### config.mk
export PLATFORM = sky130hd
export DESIGN_NAME = credit_mngr_flat
export DESIGN_NICKNAME = d
export VERILOG_FILES = /design/src/rtl/vend_pkg.sv /design/src/rtl/credit_mngr_if.sv /design/src/rtl/change_sel.sv /design/src/rtl/credit_mngr.sv /design/src/flat_wrapper.sv
export SDC_FILE = /design/constraint.sdc
export NUM_CORES = 1
export LEC_CHECK = 0
export ABC_AREA = 1
export BUFFER_PORTS_ARGS = -buffer_cell sky130_fd_sc_hd__buf_2
export CAP_MARGIN = 20
export CORE_MARGIN = 5
export CORE_UTILIZATION = 61
export CTS_BUF_LIST = sky130_fd_sc_hd__clkbuf_4
export DETAILED_ROUTE_END_ITERATION = 10
export MAX_ROUTING_LAYER = met4
export PLACE_DENSITY = 0.91
export SLEW_MARGIN = 15
export SYNTH_ARGS = -nofsm -noshare
export SYNTH_HDL_FRONTEND = slang
export SYNTH_SLANG_ARGS = --single-unit
### constraint.sdc
create_clock -name clk -period 4.1 [get_ports clk]
set_input_delay 1.025 -clock clk [delete_from_list [all_inputs] [get_ports clk]]
set_output_delay 1.025 -clock clk [all_outputs]
set_load 0.005 [all_outputs]
### src/rtl/vend_pkg.sv
// Shared vending definitions: coin encoding and values, credit FSM states,
// and the default item prices used by both the purchase and credit managers.
package vend_pkg;

    localparam logic [1:0] NICKEL  = 2'b00;
    localparam logic [1:0] DIME    = 2'b01;
    localparam logic [1:0] QUARTER = 2'b10;
    localparam logic [1:0] DOLLAR  = 2'b11;

    localparam logic [7:0] VAL_NICKEL  = 8'd5;
    localparam logic [7:0] VAL_DIME    = 8'd10;
    localparam logic [7:0] VAL_QUARTER = 8'd25;
    localparam logic [7:0] VAL_DOLLAR  = 8'd100;

    localparam logic [7:0] DEF_PRICE_APPLE  = 8'd75;
    localparam logic [7:0] DEF_PRICE_BANANA = 8'd20;
    localparam logic [7:0] DEF_PRICE_CARROT = 8'd30;
    localparam logic [7:0] DEF_PRICE_DATE   = 8'd40;

    typedef enum logic {
        IDLE,
        CHANGE
    } state_e;

    function automatic logic [7:0] coin_value(input logic [1:0] coin);
        case (coin)
            NICKEL:  return VAL_NICKEL;
            DIME:    return VAL_DIME;
            QUARTER: return VAL_QUARTER;
            DOLLAR:  return VAL_DOLLAR;
            default: return VAL_NICKEL;
        endcase
    endfunction

endpackage

### src/rtl/credit_mngr_if.sv
// Coin-in, dispense, refund and change-return signals of the credit manager.
// The master side is the vending environment; the slave side is credit_mngr.
interface credit_mngr_if;

    logic       coin_valid;
    logic [1:0] coin_type;
    logic       apple;
    logic       banana;
    logic       carrot;
    logic       date;
    logic       refund;
    logic       change_ack;
    logic [7:0] credit;
    logic       coin_reject;
    logic       change_valid;
    logic [1:0] change_coin;
    logic       busy;

    modport master (
        output coin_valid, coin_type, apple, banana, carrot, date, refund, change_ack,
        input  credit, coin_reject, change_valid, change_coin, busy
    );

    modport slave (
        input  coin_valid, coin_type, apple, banana, carrot, date, refund, change_ack,
        output credit, coin_reject, change_valid, change_coin, busy
    );

endinterface

### src/rtl/change_sel.sv
// Greedy change picker: largest returnable coin (quarter, dime, nickel) that
// fits in the current credit. Dollars are never paid back.
module change_sel
    import vend_pkg::*;
(
    input  logic [7:0] credit_i,
    output logic [1:0] coin_o,
    output logic [7:0] value_o
);

    // NOTE: defaults are assigned first so no path through this block infers a latch.
    always_comb begin
        coin_o  = NICKEL;
        value_o = VAL_NICKEL;
        if (credit_i >= VAL_QUARTER) begin
            coin_o  = QUARTER;
            value_o = VAL_QUARTER;
        end else if (credit_i >= VAL_DIME) begin
            coin_o  = DIME;
            value_o = VAL_DIME;
        end
    end

endmodule

### src/rtl/credit_mngr.sv
// Credit manager: accumulates coins, charges dispensed items on their rising
// edge and pays change or refunds back one coin per valid/ack handshake.
module credit_mngr
    import vend_pkg::*;
#(
    parameter logic [7:0] PRICE_APPLE  = DEF_PRICE_APPLE,
    parameter logic [7:0] PRICE_BANANA = DEF_PRICE_BANANA,
    parameter logic [7:0] PRICE_CARROT = DEF_PRICE_CARROT,
    parameter logic [7:0] PRICE_DATE   = DEF_PRICE_DATE,
    parameter logic [7:0] MAX_CREDIT   = 8'd200
) (
    input  logic         clk,
    input  logic         reset,
    credit_mngr_if.slave bus
);

    state_e     state_q, state_d;
    logic [7:0] credit_q, credit_d;
    logic [3:0] hist_q, hist_d;
    logic       reject_q, reject_d;

    logic [3:0] rise;
    logic [7:0] price;
    logic [8:0] coin_sum;
    logic [1:0] sel_coin;
    logic [7:0] sel_value;

    change_sel u_change_sel (
        .credit_i (credit_q),
        .coin_o   (sel_coin),
        .value_o  (sel_value)
    );

    // Bit order {apple, banana, carrot, date} doubles as the charge priority.
    assign hist_d   = {bus.apple, bus.banana, bus.carrot, bus.date};
    assign rise     = hist_d & ~hist_q;
    assign coin_sum = {1'b0, credit_q} + {1'b0, coin_value(bus.coin_type)};

    always_comb begin
        price = PRICE_DATE;
        if (rise[3])      price = PRICE_APPLE;
        else if (rise[2]) price = PRICE_BANANA;
        else if (rise[1]) price = PRICE_CARROT;
    end

    always_comb begin
        state_d  = state_q;
        credit_d = credit_q;
        reject_d = 1'b0;
        case (state_q)
            IDLE: begin
                if (|rise) begin
                    reject_d = bus.coin_valid;
                    if (credit_q >= price) begin
                        credit_d = credit_q - price;
                        if (credit_q != price) state_d = CHANGE;
                    end
                end else if (bus.refund && (credit_q != '0)) begin
                    reject_d = bus.coin_valid;
                    state_d  = CHANGE;
                end else if (bus.coin_valid) begin
                    if (coin_sum <= {1'b0, MAX_CREDIT}) credit_d = coin_sum[7:0];
                    else                                reject_d = 1'b1;
                end
            end
            CHANGE: begin
                reject_d = bus.coin_valid;
                if (bus.change_ack) begin
                    credit_d = credit_q - sel_value;
                    if (credit_q == sel_value) state_d = IDLE;
                end
            end
            default: state_d = IDLE;
        endcase
    end

    // NOTE: registers use non-blocking assignments so each samples pre-edge values.
    always_ff @(posedge clk) begin
        if (reset) begin
            state_q  <= IDLE;
            credit_q <= '0;
            hist_q   <= '1;
            reject_q <= 1'b0;
        end else begin
            state_q  <= state_d;
            credit_q <= credit_d;
            hist_q   <= hist_d;
            reject_q <= reject_d;
        end
    end

    assign bus.credit       = credit_q;
    assign bus.coin_reject  = reject_q;
    assign bus.change_valid = (state_q == CHANGE);
    assign bus.busy         = (state_q == CHANGE);
    assign bus.change_coin  = sel_coin;

endmodule

### src/flat_wrapper.sv
// flat-port wrapper written by rule: the top's interface ports become plain ports
module credit_mngr_flat import vend_pkg::*;
#(
    parameter logic [7:0] PRICE_APPLE  = DEF_PRICE_APPLE,
    parameter logic [7:0] PRICE_BANANA = DEF_PRICE_BANANA,
    parameter logic [7:0] PRICE_CARROT = DEF_PRICE_CARROT,
    parameter logic [7:0] PRICE_DATE   = DEF_PRICE_DATE,
    parameter logic [7:0] MAX_CREDIT   = 8'd200
)
  (clk, reset, bus_coin_valid, bus_coin_type, bus_apple, bus_banana, bus_carrot, bus_date, bus_refund, bus_change_ack, bus_credit, bus_coin_reject, bus_change_valid, bus_change_coin, bus_busy);
  credit_mngr_if bus_i ();
  input  logic clk;
  input  logic reset;
  input wire logic [$bits(bus_i.coin_valid)-1:0] bus_coin_valid;
  input wire logic [$bits(bus_i.coin_type)-1:0] bus_coin_type;
  input wire logic [$bits(bus_i.apple)-1:0] bus_apple;
  input wire logic [$bits(bus_i.banana)-1:0] bus_banana;
  input wire logic [$bits(bus_i.carrot)-1:0] bus_carrot;
  input wire logic [$bits(bus_i.date)-1:0] bus_date;
  input wire logic [$bits(bus_i.refund)-1:0] bus_refund;
  input wire logic [$bits(bus_i.change_ack)-1:0] bus_change_ack;
  output wire logic [$bits(bus_i.credit)-1:0] bus_credit;
  output wire logic [$bits(bus_i.coin_reject)-1:0] bus_coin_reject;
  output wire logic [$bits(bus_i.change_valid)-1:0] bus_change_valid;
  output wire logic [$bits(bus_i.change_coin)-1:0] bus_change_coin;
  output wire logic [$bits(bus_i.busy)-1:0] bus_busy;
  assign bus_i.coin_valid = bus_coin_valid;
  assign bus_i.coin_type = bus_coin_type;
  assign bus_i.apple = bus_apple;
  assign bus_i.banana = bus_banana;
  assign bus_i.carrot = bus_carrot;
  assign bus_i.date = bus_date;
  assign bus_i.refund = bus_refund;
  assign bus_i.change_ack = bus_change_ack;
  assign bus_credit = bus_i.credit;
  assign bus_coin_reject = bus_i.coin_reject;
  assign bus_change_valid = bus_i.change_valid;
  assign bus_change_coin = bus_i.change_coin;
  assign bus_busy = bus_i.busy;
  credit_mngr #(.PRICE_APPLE(PRICE_APPLE), .PRICE_BANANA(PRICE_BANANA), .PRICE_CARROT(PRICE_CARROT), .PRICE_DATE(PRICE_DATE), .MAX_CREDIT(MAX_CREDIT)) u_core (.clk(clk), .reset(reset), .bus(bus_i));
endmodule
Yosys cells after proc, flatten, opt, wreduce, memory -nomap -nowiden
Index checks and enable logic that the tools add are counted.
- logic and storage cells: 56
- flip-flop bits (word level): 14
- memory bits (writable): 0
- input port bits: 11
- output and inout port bits: 13
- memory bits (read-only): 0
- memories kept: 0
- latch bits: 0
- order comparisons: 4
- bitwise logic cells: 3
- equal/unequal tests: 10
- divide/modulo/power cells: 0
- $add $sub $neg: 3
- shift operators: 0
- reduce and logical (&&, ||, !) cells: 5
- multiplexer cells: 27
- $mul: 0
- operators by type and width (operator ; count):
    8-bit 2-to-1 mux ; 8
    8-bit case mux with 4 select lines ; 1
    8-bit case mux with 2 select lines ; 1
    1-bit 2-to-1 mux ; 11
    8-bit by 8-bit adder with 9-bit output ; 1
    9-bit by 8-bit less-or-equal comparator with 1-bit output (second input constant) ; 1
    8-bit by 5-bit equality test with 1-bit output ; 1
    8-bit by 4-bit greater-or-equal comparator with 1-bit output (second input constant) ; 1
    8-bit by 5-bit greater-or-equal comparator with 1-bit output (second input constant) ; 1
    8-bit greater-or-equal comparator ; 1
    8-bit != test ; 1
    8-bit nonzero test ; 1
    8-bit by 5-bit subtractor with 8-bit output ; 1
    8-bit subtractor ; 1
    6-bit 2-to-1 mux ; 1
    3-bit by 2-bit != test with 1-bit output (second input constant) ; 2
    5-bit 2-to-1 mux ; 1
    5-bit AND reduction ; 1
    4-bit bitwise AND ; 1
    2-bit equality test (second input constant) ; 2
    4-bit 2-to-1 mux ; 1
    4-bit inverter ; 1
    1-bit case mux with 2 select lines ; 2
    4-bit OR reduction ; 1
    8 further kinds ; 8

Logic depth before layout (Yosys ltp)
- word-level depth: 10
- depth in mapped cells: 20
- mapped depth without buffers: 20

Hierarchy
A second synthesis with hierarchy kept.
- cell total of the unflattened synthesis: 350
- area total of the unflattened synthesis: 2100.8 um^2
- modules (own cells, without submodules) (module ; area an instance (um^2) ; cells each ; times used):
    credit_mngr ; 1948.1 ; 319 ; 1
    change_sel ; 152.6 ; 31 ; 1

Least setup slack after synthesis
No wires, ideal clock.
- kind: input port to flip-flop
- start point: in bus_coin_type[0]
- end point: reg u_core.credit_q[0], in the netlist u_core.bus.credit[0]
- buffers on the path: 0
- data required time: 3.986 ns
- setup slack: 0.913 ns
- data arrival time: 3.073 ns
- cell stages on the path: 15
- cell sequence: inv_1 ha_1 or2_2 ha_1 fa_1 xnor2_1 nand2_1 nand3_1 nand3_2 nand2_2 nand3_2 nand2_4 nand2_4 nor2_1 nor2_2
- word-level cells in the longest chain between the ends: 8
- ends and longest elaborated chain (item ; RTL line ; RTL):
    start, declared ; flat_wrapper.sv:15 ; input wire logic [$bits(bus_i.coin_type)-1:0] bus_coin_type;
    2-bit equality test (tied with other cells) ; - ;
    8-bit case mux with 4 select lines (*) ; vend_pkg.sv:26 ; case (coin)
    8-bit by 8-bit adder with 9-bit output (*) ; credit_mngr.sv:37 ; assign coin_sum = {1'b0, credit_q} + {1'b0, coin_value(bus.coin_type)};
    branches (longest 5 deep; another with 9-bit by 8-bit less-or-equal comparator with 1-bit output) ; - ;
    end signal, assigned ; credit_mngr.sv:86 ; credit_q <= credit_d;
    end, declared ; credit_mngr.sv:18 ; logic [7:0] credit_q, credit_d;
Every way passes the cells marked *. The select of a mux whose other input is x is not followed.
A chain may end at the register's enable or synchronous reset.

Worst setup path in the final report
- start point: in bus_coin_type[0]
- end point: reg u_core.credit_q[6], in the netlist u_core.bus.credit[6]
Same word-level chain as after synthesis.

==> qor.csv <==
metric,value,unit
ys_ff_latch,14,
critical_path_class,in2reg,
met3WireLength,497,µm
top_layer,met4,
regArea,280,µm²
htree_levels,1,
die_w,66.8,µm
drtPass1Iterations,7,
routed_via_density,5.74,
synthArstFlopShare,0,%
synth_top_area_cell,ha_1,
finalWeightedCongestion,0.995,
grt_max_degree,12,
synthesis.nets,337,
final_cell_mix,"nand2_1 (75), inv_1 (41), nor2_1 (24)",
die_area,0.00446,mm²
synthTopCellsByArea,"ha_1 (15%), nand2_1 (14%), dfxtp_1 (14%), inv_1 (7.8%), nand3_1 (5.8%)",
antenna_cells,0,
worstSetupStartpoint,bus_coin_type[0],
clockBufferDepth,2,
post-route-period-util,79.8,%
synth_cell_types,39,
final_core_util,69.2,%
power_density,733,mW/mm²
dp_hpwl,4220,µm
status,completed,
critPathMaxStageDelay,0.43,ns
rsz0062_at_grt,no,
r2r_setup_slack,1.11,ns
stdcell_area,0.00213,mm²
drtAntennaViolNets,0,
cts_resized,0,
synth_cells,300,
worst_r2r_startpoint,u_core.bus.credit[1],
finalSetupViolations,0,
final_hold_viol_count,0,
clk_latency,0.28,ns
cts_hold_buf,0,
max_clock_freq,306,MHz
maxSlewViolCount,0,
cp_max_fo,9,
io-pin-count,24,
fin_skew,0.00309,ns
layout_commonest_cell,nand2_1,
setup_tns,0,ns
path_cells,buf_2 -> inv_1 -> ha_1 -> or2_2 -> ha_1 -> fa_1 -> nand2_1 -> nand2_1 -> xnor2_1 -> nand3_2 -> nand2_2 -> nand3_2 -> nand2_4 -> nand2_4 -> nor2_1 -> nor2_2,
multi_input_area,0.00148,mm²
initialDrtViolationCount,170,
nFillCells,278,
fin_nets,361,
hold_path.class,reg2reg,
ir_drop,0.000476,V
cp_slowest_cell,fa_1,
die_h,66.8,µm
placed_area,0.00210,mm²
start_kind,input pin,
wl_met1,2090,µm
min_from,u_core.bus.credit[3],
drv_cap,0,
synth-seq-area-share,14.2,%
place.port_buffers,23,
wire_per_inst,14.2,µm
fp.coreArea,0.00308,mm²
ctsRootBufferMaster,clkbuf_4,
p_leak,1.18,nW
period_needed,3.27,ns
drc_errors,0,
grt.overflow.total,0,
cts_tree,done,
post_layout_nonfiller_instances,367,
timing.hold.ws,0.647,ns
worst_pin_slew,0.503,ns
drive_above_1_share,19.2,%
grt_pass1_vias,1893,
grtUsageTotal,25.6,%
rows,20,
clkSlewWorstSetupHoldPaths,0.08,ns
synth_area,0.00197,mm²
syn_avg_cell_area,6.56,µm²
synth_edf_count,0,
synth_top_area_share,14.6,%
slew-limit-headroom,66.4,%
syn_to_final_growth,8.20,%
cp-end-kind,register,
cts.sink_count,14,
cts_buffers,3,
grt_pass1_wl,8420,µm
arrival,3.45,ns
antenna_found_initial,0,
routed_wl,5190,µm
postCtsSetupBuffers,0,
met2_length,2390,µm
initial_utilization,64.0,%
synth_warnings,0,
via_count,2105,
ys.flop_type,dfxtp_1,
required,4.28,ns
placed_cells,363,
critical path: cells and delay by family:
kind / cells / cell delay [ns]
XOR/XNOR: 1 / 0.22
AND/OR/NAND/NOR: 10 / 1.14
adder cells (fa/ha/maj): 3 / 0.87
buffers and inverters: 2 / 0.18
area by class of cell:
type | count | share of cell area [%]
Clock inverter | 1 | 0.176
Multi-Input combinational cell | 236 | 69.5
Tap cell | 44 | 2.58
Timing Repair Buffer | 23 | 5.40
Sequential cell | 14 | 13.2
Clock buffer | 3 | 1.06
Inverter | 46 | 8.10
synth_stat cells (3+ instances only):
master / n
nand4_1: 7
nand2_4: 3
or2_2: 3
nor2_2: 4
nand2_2: 11
inv_2: 4
nand3_2: 3
ha_1: 23
a21oi_1: 17
dfxtp_1: 14
nor2_1: 24
xnor2_1: 5
nand2_1: 75
nand3_1: 23
xor2_1: 3
inv_1: 41
o21ai_0: 9
fa_1: 3
a221oi_1: 4
cell families (layout without fill, tap and decap cells):
logic type	Yosys count	count (layout)	share of synthesized area [%]
and+or+nand+nor	163	163	41.7
buffers and inverters	50	73	10.5
adders and majority gates	26	26	17.7
xor gates and xnor gates	8	8	3.56
AOI/OAI and AO/OA	39	39	12.3
DFF	14	14	14.2
power by group:
| group | internal, W | leakage [nW] | switching, W |
|---|---|---|---|
| Sequential | 0.000174 | 0.116 | 0.0000994 |
| Combinational | 0.000473 | 1.05 | 0.000738 |
| Clock | 0.0000353 | 0.0154 | 0.0000415 |
worst paths after layout:
path / to / cells after the start
setup / recovery: u_core.bus.credit[6] / 16
hold / removal: u_core.bus.credit[3] / 2
hold reg to reg: u_core.bus.credit[3] / 2
setup reg to reg: u_core.bus.credit[6] / 14
metal layers:
metal,track usage [%],vias up
met2,42.3,111
met3,5.06,22
met4,10.7,0
li1,-,1031
met5,-,-
met1,30.2,941
flip-flops by register name (all words and copies together), names as in the netlist:
name,flops
u_core.bus.busy,1
u_core.bus.coin_reject,1
u_core.bus.credit,8
u_core.hist_q,4
stage by stage:
step	power [W]	worst slack (ns)
2_1_floorplan	0.00118	0.913
3_3_place_gp	0.00144	0.710
3_5_place_dp	0.00146	0.587
4_1_cts	0.00154	0.851
5_1_grt	0.00172	0.614
6_report	0.00156	0.828
No activity file was read; power rests on OpenSTA's default activity.
